$ cat src/rtl/sdram_req_arbiter.sv
// Round-robin arbiter sharing the single controller port among NUM_REQ requesters,
// with issue spacing, periodic refresh blackout and in-order read-response routing.
module sdram_req_arbiter #(
  parameter int unsigned NUM_REQ          = 4,
  parameter int unsigned PADDR_BITS       = 19,
  parameter int unsigned DATA_BITS        = 64,
  parameter int unsigned ISSUE_GAP        = 4,
  parameter int unsigned REFRESH_INTERVAL = 1024,
  parameter int unsigned REFRESH_CYCLES   = 16,
  parameter int unsigned RSP_DEPTH        = 8
) (
  input  logic                            clk_in,
  input  logic                            rst_N_in,
  input  logic [NUM_REQ-1:0]              req_valid_in,
  input  logic [NUM_REQ*PADDR_BITS-1:0]   req_addr_in,
  input  logic [NUM_REQ*DATA_BITS-1:0]    req_wdata_in,
  output logic [NUM_REQ-1:0]              req_ready_out,
  input  logic                            ctrl_ready_in,
  output logic                            ctrl_valid_out,
  output logic [PADDR_BITS-1:0]           ctrl_addr_out,
  output logic [DATA_BITS-1:0]            ctrl_wdata_out,
  input  logic                            ctrl_rvalid_in,
  input  logic [DATA_BITS-1:0]            ctrl_rdata_in,
  output logic [NUM_REQ-1:0]              rsp_valid_out,
  output logic [DATA_BITS-1:0]            rsp_data_out,
  output logic                            refresh_active_out,
  output logic [$clog2(NUM_REQ)-1:0]      grant_id_out,
  output logic                            rsp_err_out
);

  localparam int unsigned IDW  = $clog2(NUM_REQ);
  localparam int unsigned RCW  = $clog2(REFRESH_INTERVAL + 1);
  localparam int unsigned WMAX = (ISSUE_GAP > REFRESH_CYCLES) ? ISSUE_GAP : REFRESH_CYCLES;
  localparam int unsigned WCW  = $clog2(WMAX + 1);
  localparam int unsigned FAW  = $clog2(RSP_DEPTH);
  localparam int unsigned FCW  = FAW + 1;

  typedef enum logic [1:0] {S_IDLE, S_ISSUE, S_HOLD, S_REFRESH} state_t;

  state_t                 state_q, state_d;
  logic [IDW-1:0]         rr_ptr_q, rr_ptr_d;
  logic [WCW-1:0]         wait_q, wait_d;
  logic [RCW-1:0]         refcnt_q;
  logic                   refresh_due, refcnt_clr;
  logic [NUM_REQ-1:0]     elig;
  logic [IDW:0]           rr_idx;
  logic [IDW-1:0]         pick, gid_q, head;
  logic                   found, grant, push, pop;
  logic [PADDR_BITS-1:0]  sel_addr, addr_q;
  logic [DATA_BITS-1:0]   sel_wdata, wdata_q, rsp_data_q;
  logic [IDW-1:0]         fifo_q [RSP_DEPTH];
  logic [FAW-1:0]         wr_ptr_q, rd_ptr_q;
  logic [FCW-1:0]         fcnt_q;
  logic                   fifo_full, fifo_empty;
  logic [NUM_REQ-1:0]     rsp_valid_q, rsp_valid_d;
  logic                   err_q;

  assign fifo_full   = (fcnt_q == FCW'(RSP_DEPTH));
  assign fifo_empty  = (fcnt_q == '0);
  assign refresh_due = (refcnt_q == RCW'(REFRESH_INTERVAL));
  assign head        = fifo_q[rd_ptr_q];
  assign sel_addr    = req_addr_in[int'(pick)*PADDR_BITS +: PADDR_BITS];
  assign sel_wdata   = req_wdata_in[int'(pick)*DATA_BITS +: DATA_BITS];

  // A full ID FIFO masks reads only; writes need no response slot
  always_comb begin
    elig = '0;
    for (int i = 0; i < NUM_REQ; i++) begin
      elig[i] = req_valid_in[i] & (req_addr_in[i*PADDR_BITS + PADDR_BITS - 1] | ~fifo_full);
    end
  end

  // First eligible requester scanning from rr_ptr with wrap
  always_comb begin
    found  = 1'b0;
    pick   = '0;
    rr_idx = '0;
    for (int k = 0; k < NUM_REQ; k++) begin
      rr_idx = {1'b0, rr_ptr_q} + (IDW+1)'(k);
      if (rr_idx >= (IDW+1)'(NUM_REQ)) rr_idx = rr_idx - (IDW+1)'(NUM_REQ);
      if (!found && elig[rr_idx[IDW-1:0]]) begin
        found = 1'b1;
        pick  = rr_idx[IDW-1:0];
      end
    end
  end

  always_ff @(posedge clk_in or posedge rst_N_in) begin
    if (rst_N_in) begin
      state_q  <= S_IDLE;
      rr_ptr_q <= '0;
      wait_q   <= '0;
    end else begin
      state_q  <= state_d;
      rr_ptr_q <= rr_ptr_d;
      wait_q   <= wait_d;
    end
  end

  always_comb begin
    state_d       = state_q;
    rr_ptr_d      = rr_ptr_q;
    wait_d        = wait_q;
    grant         = 1'b0;
    refcnt_clr    = 1'b0;
    req_ready_out = '0;
    case (state_q)
      S_IDLE: begin
        if (refresh_due) begin
          state_d    = S_REFRESH;
          wait_d     = '0;
          refcnt_clr = 1'b1;
        end else if (found && ctrl_ready_in) begin
          grant               = 1'b1;
          req_ready_out[pick] = 1'b1;
          rr_ptr_d            = (pick == IDW'(NUM_REQ - 1)) ? '0 : pick + IDW'(1);
          state_d             = S_ISSUE;
        end
      end
      S_ISSUE: begin
        state_d = S_HOLD;
        wait_d  = '0;
      end
      S_HOLD: begin
        if (wait_q == WCW'(ISSUE_GAP - 1)) state_d = S_IDLE;
        else                               wait_d  = wait_q + WCW'(1);
      end
      S_REFRESH: begin
        if (wait_q == WCW'(REFRESH_CYCLES - 1)) state_d = S_IDLE;
        else                                    wait_d  = wait_q + WCW'(1);
      end
      default: state_d = S_IDLE;
    endcase
  end

  assign push = grant & ~sel_addr[PADDR_BITS-1];
  assign pop  = ctrl_rvalid_in & ~fifo_empty;

  always_comb begin
    rsp_valid_d = '0;
    if (pop) rsp_valid_d[head] = 1'b1;
  end

  // ID storage needs no reset: occupancy and pointers define validity
  always_ff @(posedge clk_in) begin
    if (push) fifo_q[wr_ptr_q] <= pick;
  end

  always_ff @(posedge clk_in or posedge rst_N_in) begin
    if (rst_N_in) begin
      refcnt_q    <= '0;
      addr_q      <= '0;
      wdata_q     <= '0;
      gid_q       <= '0;
      wr_ptr_q    <= '0;
      rd_ptr_q    <= '0;
      fcnt_q      <= '0;
      rsp_valid_q <= '0;
      rsp_data_q  <= '0;
      err_q       <= 1'b0;
    end else begin
      if (refcnt_clr)                               refcnt_q <= '0;
      else if (refcnt_q != RCW'(REFRESH_INTERVAL))  refcnt_q <= refcnt_q + RCW'(1);
      if (grant) begin
        addr_q  <= sel_addr;
        wdata_q <= sel_wdata;
        gid_q   <= pick;
      end
      if (push) wr_ptr_q <= wr_ptr_q + FAW'(1);
      if (pop)  rd_ptr_q <= rd_ptr_q + FAW'(1);
      case ({push, pop})
        2'b10:   fcnt_q <= fcnt_q + FCW'(1);
        2'b01:   fcnt_q <= fcnt_q - FCW'(1);
        default: fcnt_q <= fcnt_q;
      endcase
      rsp_valid_q <= rsp_valid_d;
      if (pop) rsp_data_q <= ctrl_rdata_in;
      if (ctrl_rvalid_in && fifo_empty) err_q <= 1'b1;
    end
  end

  assign ctrl_valid_out     = (state_q == S_ISSUE);
  assign refresh_active_out = (state_q == S_REFRESH);
  assign ctrl_addr_out      = addr_q;
  assign ctrl_wdata_out     = wdata_q;
  assign grant_id_out       = gid_q;
  assign rsp_valid_out      = rsp_valid_q;
  assign rsp_data_out       = rsp_data_q;
  assign rsp_err_out        = err_q;

endmodule

$ cat config.mk
export PLATFORM = sky130hd
export DESIGN_NAME = sdram_req_arbiter
export DESIGN_NICKNAME = d
export VERILOG_FILES = /design/src/rtl/sdram_req_arbiter.sv
export SDC_FILE = /design/constraint.sdc
export NUM_CORES = 1
export LEC_CHECK = 0
export ABC_AREA = 1
export BUFFER_PORTS_ARGS = -buffer_cell sky130_fd_sc_hd__clkbuf_2
export CAP_MARGIN = 20
export CORE_AREA = 4 4 220 222
export CTS_BUF_LIST = sky130_fd_sc_hd__clkbuf_4 sky130_fd_sc_hd__clkbuf_8
export DETAILED_ROUTE_END_ITERATION = 8
export DIE_AREA = 0 0 224 226
export GPL_TIMING_DRIVEN = 1
export SETUP_SLACK_MARGIN = 0.2
export SYNTH_ARGS = -nofsm -noshare
export SYNTH_HDL_FRONTEND = slang
export SYNTH_SLANG_ARGS = --single-unit
$ cat constraint.sdc
create_clock -name clk_in -period 9.38 [get_ports clk_in]
set_input_delay 0 -clock clk_in [delete_from_list [all_inputs] [get_ports clk_in]]
set_output_delay 0 -clock clk_in [all_outputs]
set_load 0.01 [all_outputs]
==> results of run 1 <==
-- sequential cells by signal, summed over array words and instances (netlist names) --
register        count
rsp_err_out         1
rd_ptr_q            3
state_q             2
wait_q              5
wr_ptr_q            3
refcnt_q           11
fifo_q             16
rsp_valid_out       4
ctrl_addr_out      19
rsp_data_out       64
fcnt_q              4
grant_id_out        2
ctrl_wdata_out     64
rr_ptr_q            2
-- where the power goes --
group	internal [mW]	switching [mW]	total, mW
clock	0.208	0.380	0.588
sequential	1.19	0.202	1.39
combinational	1.66	2.45	4.10
total	3.06	3.03	6.08
-- cells by family after synthesis --
kind of cell,Yosys count
buffers and inverters,142
adder cells (fa/ha/maj),13
XOR/XNOR,15
AO/OA/AOI/OAI,41
AND/OR/NAND/NOR,1084
flip-flops,200
-- cells in the final DEF, fill, tap and decap left out, types with 4 or more instances in the layout --
cell type	count
clkbuf_8	17
clkbuf_2	563
nand3_1	281
inv_6	5
nand2_2	6
buf_4	11
dfrtp_1	184
o22ai_1	6
diode_2	6
nor2_1	34
o21ai_0	21
a21oi_1	10
clkinv_8	6
nand4_1	12
xor2_1	12
inv_1	45
edfxtp_1	16
ha_1	13
nand2_1	734
nor3_1	4
dlygate4sd3_1	319
-- worst max-delay path: stages, from the launching register on --
cell	delay, ns
dfrtp_1	0.47
nor2_4	0.19
nand3_1	0.12
nand3_1	0.12
nand2_2	0.10
o21ai_4	0.22
nand2_2	0.08
nand2_2	0.09
nand3_4	0.26
buf_4	0.47
inv_6	0.57
buf_4	0.82
nand2_1	0.12
nand3_1	0.10
dlygate4sd3_1	0.57
nand3_1	0.07
dlygate4sd3_1	0.62
nand2_1	0.08
-- how the worst max path moves through the flow --
stage	startpoint	endpoint	cells past startpoint
detailed placement	fcnt_q[0]	ctrl_addr_out[13]	15
floorplan	rst_N_in	ctrl_addr_out[0]	1
finish	fcnt_q[0]	ctrl_wdata_out[51]	17
CTS	fcnt_q[0]	ctrl_wdata_out[61]	17
global placement	rr_ptr_q[0]	ctrl_addr_out[13]	15
global route	fcnt_q[0]	ctrl_addr_out[16]	17
-- stage by stage --
| step | hold WS [ns] | worst slack [ns] |
|---|---|---|
| floorplan | 0.1096 | 4.380 |
| global placement | 0.05706 | 5.118 |
| detailed placement | 0.05851 | 5.041 |
| CTS | 0.01137 | 4.135 |
| global route | 0.09770 | 3.743 |
| finish | 0.09783 | 4.108 |
-- what timing repair did --
item | 4_1_cts | 5_1_grt
hold buffers | 319 | 0
buffers inserted | 0 | 0
hold endpoints to repair | 208 | 0
gates resized for setup | 0 | 0
-- metal layers --
layer	up-vias	global-route usage, %	wire length (um)
met5	-	0	27
met4	4	8.570	2009
met3	129	5.447	4223
met2	700	31.04	23170
met1	6219	21.10	18270
li1	6428	-	-
-- Yosys cell counts, types with 2 or more instances --
master / number
nand4_1: 12
buf_2: 44
inv_1: 46
nand2_1: 736
xor2_1: 12
buf_4: 7
buf_1: 5
nand3_1: 281
dfrtp_1: 184
or2_2: 2
o21a_1: 2
ha_1: 13
nor3_1: 4
edfxtp_1: 16
o21ai_0: 21
xnor2_1: 3
buf_6: 12
nor2_4: 2
nor2_1: 35
o22ai_1: 6
a21oi_1: 10
inv_2: 5
clkbuf_1: 21
nand2_2: 5
-- cell type report --
type                       instances  area share [%]
antenna                            6         0.08500
clock buffer                      18           1.367
clock inverter                    14           1.006
inverter                          52           1.190
multi-input combinational       1153           28.77
sequential                       200           28.79
tap                              607           4.299
timing repair buffer             893           34.50
==> impl_results.md, run 1 <==
* Clk_skew at approximately 0.02 ns
* Clock Tree Buf Depth at 2
* Gpl congestion at a little over 0.9
* Core Footprint at ~46,000 um2
* Crit path launch type: flop
* Min Tclk post-route at between 5 and 6 ns
* Non-Filler Instances at roughly 3,000
* Clk sinks at 200
* Final period util at approximately 56%
* Dominant cells by area after synthesis: dfrtp_1 (42%), nand2_1 (25%), nand3_1 (13%)
* Initial antenna violation count at 15
* Routed vias at 13,480
* Grt total ovfl at 0
* Async S/R FF share, synth at around 90%
* Distinct cells, synth at 35
* Netlist Area Pre-Place at roughly 11,000 um2
* Final Core Density at approximately two fifths
* Via/cell ratio at about 4.6
* Initial core utilization at a little under a quarter
* Design area at about 18,000 um2
* Reg2reg end: ctrl_wdata_out[51]
* Die X at around 220 um
* Yosys reg bits at 200
* Worst EP required at between 9 and 10 ns
* Detail Placement HPWL at between 30,000 and 40,000 um
* Initial DRT Pass Iterations at 5
* CTS tree: built
* Register area at approximately 5100 um2
* Die footprint at just over 50,000 um2
* Type of the tightest min-delay check: input pin to flop
* Seq/Total Area, Yosys at a little under half
* Nets at between 2,000 and 3,000
* Simple-gate area share of the yosys netlist at between 40% and 50%
* Yosys Warn Count at 0
* Total power at approximately 6.1 mW
* Power per cell area at approximately 340 nW/um2
* DRC at 0
* Crit. End Element: flop
* Largest family of logic cells by synthesized area: simple AND/OR/NAND/NOR gates
* Final Slew Violations at 0
* Synth Area in Compound Gates at under 10%
* Main synth FF type: dfrtp_1
* Placed Area at 14,040 um2
* DRT antenna net count at 0
* Multi-input logic area at slightly above 5000 um2
* Maxcap violations at 0
* Leak at 9.078 nW
* Yosys top cell area share at 42.38%
* Overall Global Routing Usage at 18.23%
* Cells on worst reg2reg path at 17
* Syn_nets at around 1,900
* Reg2Reg Setup Slack at 4.11 ns
* CP arrival at between 5 and 6 ns
* Syn-to-layout area delta at 62.57%
* Syn Inst Count at 1,495
* Final hold vios at 0
* CTS root buf: clkbuf_8
* Layout cells sized above 1 at a little over a quarter
* Least-Margin Pin Slew at 0.9542 ns
* Relative slew slack at between 30% and 40%
* Setup tns final at 0 ns
* Status: finished clean
* Setup Viol. Count Final at 0
* I/O Buffers at 563
* Synth Area in XOR/XNOR at about 1.2%
* Clk_lat worst skew at 0.56 ns
* WHS Endpoint: wr_ptr_q[0]
* Fmax at 189.7 MHz
* Worst Hold Depth at 6
* Clock slew at reported path FFs at 0.12 ns
* Crit Path Category: flop to flop
* First-pass GRT wire length at around 73,000 um
* Crit path max fanout at 93
* Row count at about 80
* DR iter-0 viols at 851
* Cell taking the most area after synthesis: dfrtp_1
* Post-Syn Area per Cell at 7.268 um2
* IO Pins at 564
* Critical R2R Launch: fcnt_q[0]
* Multiplexer share of the synthesized area at 0%
* Number of synthesized flops with an enable pin at 16
* Largest net degree at the start of global routing at 94
* RSZ-0062 raised after global routing: no
* Post-Place Cells at approximately 2,600
* Adder-cell area share of the yosys netlist at 1.497%
* Htree depth at 4
* Vias in the first global route at ~14,000
* Worst Hold Launch: req_addr_in[75]
* Die height at roughly 230 um
* Filler cell count at 4,697
* CTS buffer count at 17
* Routed Wire Length at 47,710 um
* Post-DR wirelength/cell at around 16 um
* Worst vdd ir at around 240 uV
Note: power is estimated with default switching activity, not from simulation.
==> run 2: changes to the inputs <==
Settings changed: CORE_AREA 4 4 220 222 to 4 4 219 221, DIE_AREA 0 0 224 226 to 0 0 223 225.
Clock period 9.38 ns to 4.7 ns, I/O delays scaled along.
==> run 2 against run 1 <==
Net effect: global-route usage increased by 0.82 points; fmax increased by 26%; worst hold slack improved by 0.015 ns; clock skew increased by 0.0052 ns; non-clock buffer count increased by 11; cell count increased by 0.27%; critical endpoint is now ctrl_wdata_out[38]; largest cell class unchanged; largest power group unchanged; highest routed layer is now met4.
==> impl_results.md, run 2 (synthesis results as in run 1) <==
* Status: finished clean (unchanged)
* Clock Tree Buf Depth at 2 (unchanged)
* Syn-to-layout area delta at 64.34% (was 62.57%)
* Crit-path cells: xnor2_1, inv_1, nand3_1, nand2_2, nand2_2, nand3_2, nand3_4, clkinv_16, buf_4, nand2_1, nand3_1, dlygate4sd3_1, nand3_1, nand2_1, dlygate4sd3_1 (was nor2_4, nand3_1, nand3_1, nand2_2, o21ai_4, nand2_2, nand2_2, nand3_4, buf_4, inv_6, buf_4, nand2_1, nand3_1, dlygate4sd3_1, nand3_1, dlygate4sd3_1, nand2_1)
* Via/cell ratio at 4.572 (was 4.580)
* Most frequent cells in the layout: nand2_1 (734), clkbuf_2 (563), dlygate4sd3_1 (327) (was nand2_1 (734), clkbuf_2 (563), dlygate4sd3_1 (319))
* Met3 Wirelength at 3843 um (was 4223 um)
* CP most frequent cell: nand3_1 (unchanged)
* DR iter-0 viols at 932 (was 851)
* Crit. End Element: flop (unchanged)
* Min Tclk post-route at 4.200 ns (was 5.272 ns)
* Core Footprint at 46,160 um2 (was 46,360 um2)
* Sequential share of power at 22.1% (was 22.9%)
* Crit path launch type: flop (unchanged)
* CTS root buf: clkbuf_8 (unchanged)
* DR WL met2 at 24,640 um (was 23,170 um)
* Detail Placement HPWL at 34,990 um (was 34,580 um)
* Grt total ovfl at 0 (unchanged)
* Type of the tightest min-delay check: input pin to flop (unchanged)
* Worst hold slack at 0.1123 ns (was 0.09783 ns)
* Htree depth at 4 (unchanged)
* Clock slew at reported path FFs at 0.13 ns (was 0.12 ns)
* Critical path buffers and inverters at 5 (unchanged)
* Routed vias at 13,490 (was 13,480)
* Setup tns final at 0 ns (unchanged)
* Final Core Density at 38.68% (was 38.10%)
* Worst vdd ir at 480.6 uV (was 238.9 uV)
* DRC at 0 (unchanged)
* Clock power frac at 9.9% (was 9.7%)
* Combinational power share at 68.0% (was 67.5%)
* Initial DRT Pass Iterations at 7 (was 5)
* Crit Path Category: flop to flop (unchanged)
* Gpl congestion at 0.9418 (was 0.9091)
* Leak at 9.183 nW (was 9.078 nW)
* Least-Margin Pin Slew at 0.9201 ns (was 0.9542 ns)
* Die height at 225 um (was 226 um)
* Setup Viol. Count Final at 0 (unchanged)
* Clk sinks at 200 (unchanged)
* Post-DR wirelength/cell at 16.65 um (was 16.21 um)
* Most common cell after layout, fill and taps aside: nand2_1 (unchanged)
* Met1 wire length at 18,770 um (was 18,270 um)
* DRT antenna net count at 0 (unchanged)
* Sw frac at 49.70% (was 49.76%)
* Clk_skew at 0.02478 ns (was 0.01962 ns)
* IO Pins at 564 (unchanged)
* RSZ-0062 raised after global routing: yes (was no)
* Crit path largest cell delay at 0.58 ns (was 0.82 ns)
* Power per cell area at 706.7 nW/um2 (was 344.4 nW/um2)
* First-pass GRT wire length at 74,930 um (was 72,660 um)
* Row count at 79 (unchanged)
* Overall Global Routing Usage at 19.04% (was 18.23%)
* Final period util at 89.35% (was 56.20%)
* Worst EP required at 5.16 ns (was 9.87 ns)
* Final hold vios at 0 (unchanged)
* P_int at 6.347 mW (was 3.057 mW)
* CTS tree: built (unchanged)
* Family with the most delay on the worst path: buffers and inverters (unchanged)
* Initial core utilization at 23.54% (was 23.44%)
* Crit path max fanout at 108 (was 93)
* Switching pwr at 6.271 mW (was 3.027 mW)
* Highest routed layer: met4 (was met5)
* Die X at 223 um (was 224 um)
* Maxcap violations at 0 (unchanged)
* Routed Wire Length at 49,140 um (was 47,710 um)
* Layout cells sized above 1 at 26.95% (about the same)
* Fmax at 238.1 MHz (was 189.7 MHz)
* Initial antenna violation count at 7 (was 15)
* I/O Buffers at 563 (unchanged)
* CTS buffer count at 17 (unchanged)
* CP max stage cell: dlygate4sd3_1 (was buf_4)
* Relative slew slack at 38.66% (was 36.38%)
* Die footprint at 50,180 um2 (was 50,620 um2)
* Final Slew Violations at 0 (unchanged)
* Nets at 2,745 (was 2,734)
* Largest net degree at the start of global routing at 115 (was 94)
* Clk_lat worst skew at 0.57 ns (was 0.56 ns)
* CP arrival at 4.66 ns (was 5.76 ns)
* Vias in the first global route at 13,750 (was 13,670)
[run 2: layout make-up]
type,instances,area [um2]
sequential,200,5085
fill,4667,28300
tap,607,759.5
antenna,3,7.507
clock inverter,15,211.5
multi-input combinational,1153,5082
timing repair buffer,904,6245
inverter,52,231.5
clock buffer,17,234.0
[run 2: power groups by stage]
stage	logic (mW)	clock network [mW]	registers [mW]
after global placement	6.70	0	2.79
after CTS	8.47	1.32	2.78
final	8.58	1.25	2.79
after floorplan	4.63	0	2.95
after global routing	9.47	1.37	2.85
after detailed placement	6.81	0	2.80
[run 2: layer usage]
metal | track usage (%) | vias to the layer above
met2 | 33.60 | 680
li1 | - | 6444
met5 | 0 | -
met4 | 7.954 | 0
met3 | 5.002 | 109
met1 | 21.96 | 6258
[run 2: repair_timing]
item,CTS,global route
gates resized for setup,0,9
hold endpoints to repair,287,0
setup endpoints to repair,0,73
hold buffers,327,0
setup buffers,0,0
[run 2: worst paths after layout]
check                           slack (ns)  cells past startpoint            endpoint            start
worst max register to register        0.50                     15  ctrl_wdata_out[38]      rr_ptr_q[0]
worst min-delay path                  0.11                      6         wr_ptr_q[0]  req_addr_in[75]
worst max-delay path                  0.50                     15  ctrl_wdata_out[38]      rr_ptr_q[0]
min in group asynchronous             0.62                      4    rsp_data_out[30]         rst_N_in
worst min register to register        0.49                      1         rsp_err_out      rsp_err_out
max in group asynchronous             3.00                      5  ctrl_wdata_out[53]         rst_N_in
[run 2: tightest hold or removal path, stage by stage]
cell and delay (ns):
clkbuf_2 0.07, inv_1 0.05, nand4_1 0.09, nand3_1 0.14, nand4_1 0.22, nand2_1 0.07
[run 2: metrics by stage]
step | setup slack (ns) | std cells | area [um2] | total power [mW]
after floorplan | 1.934 | 1495 | 10870 | 7.584
after global placement | 1.031 | 2589 | 14090 | 9.492
after detailed placement | 0.8765 | 2589 | 14090 | 9.613
after CTS | 0.2156 | 2948 | 17810 | 12.58
after global routing | 0.1912 | 2951 | 17860 | 13.69
final | 0.5005 | 2951 | 17860 | 12.62
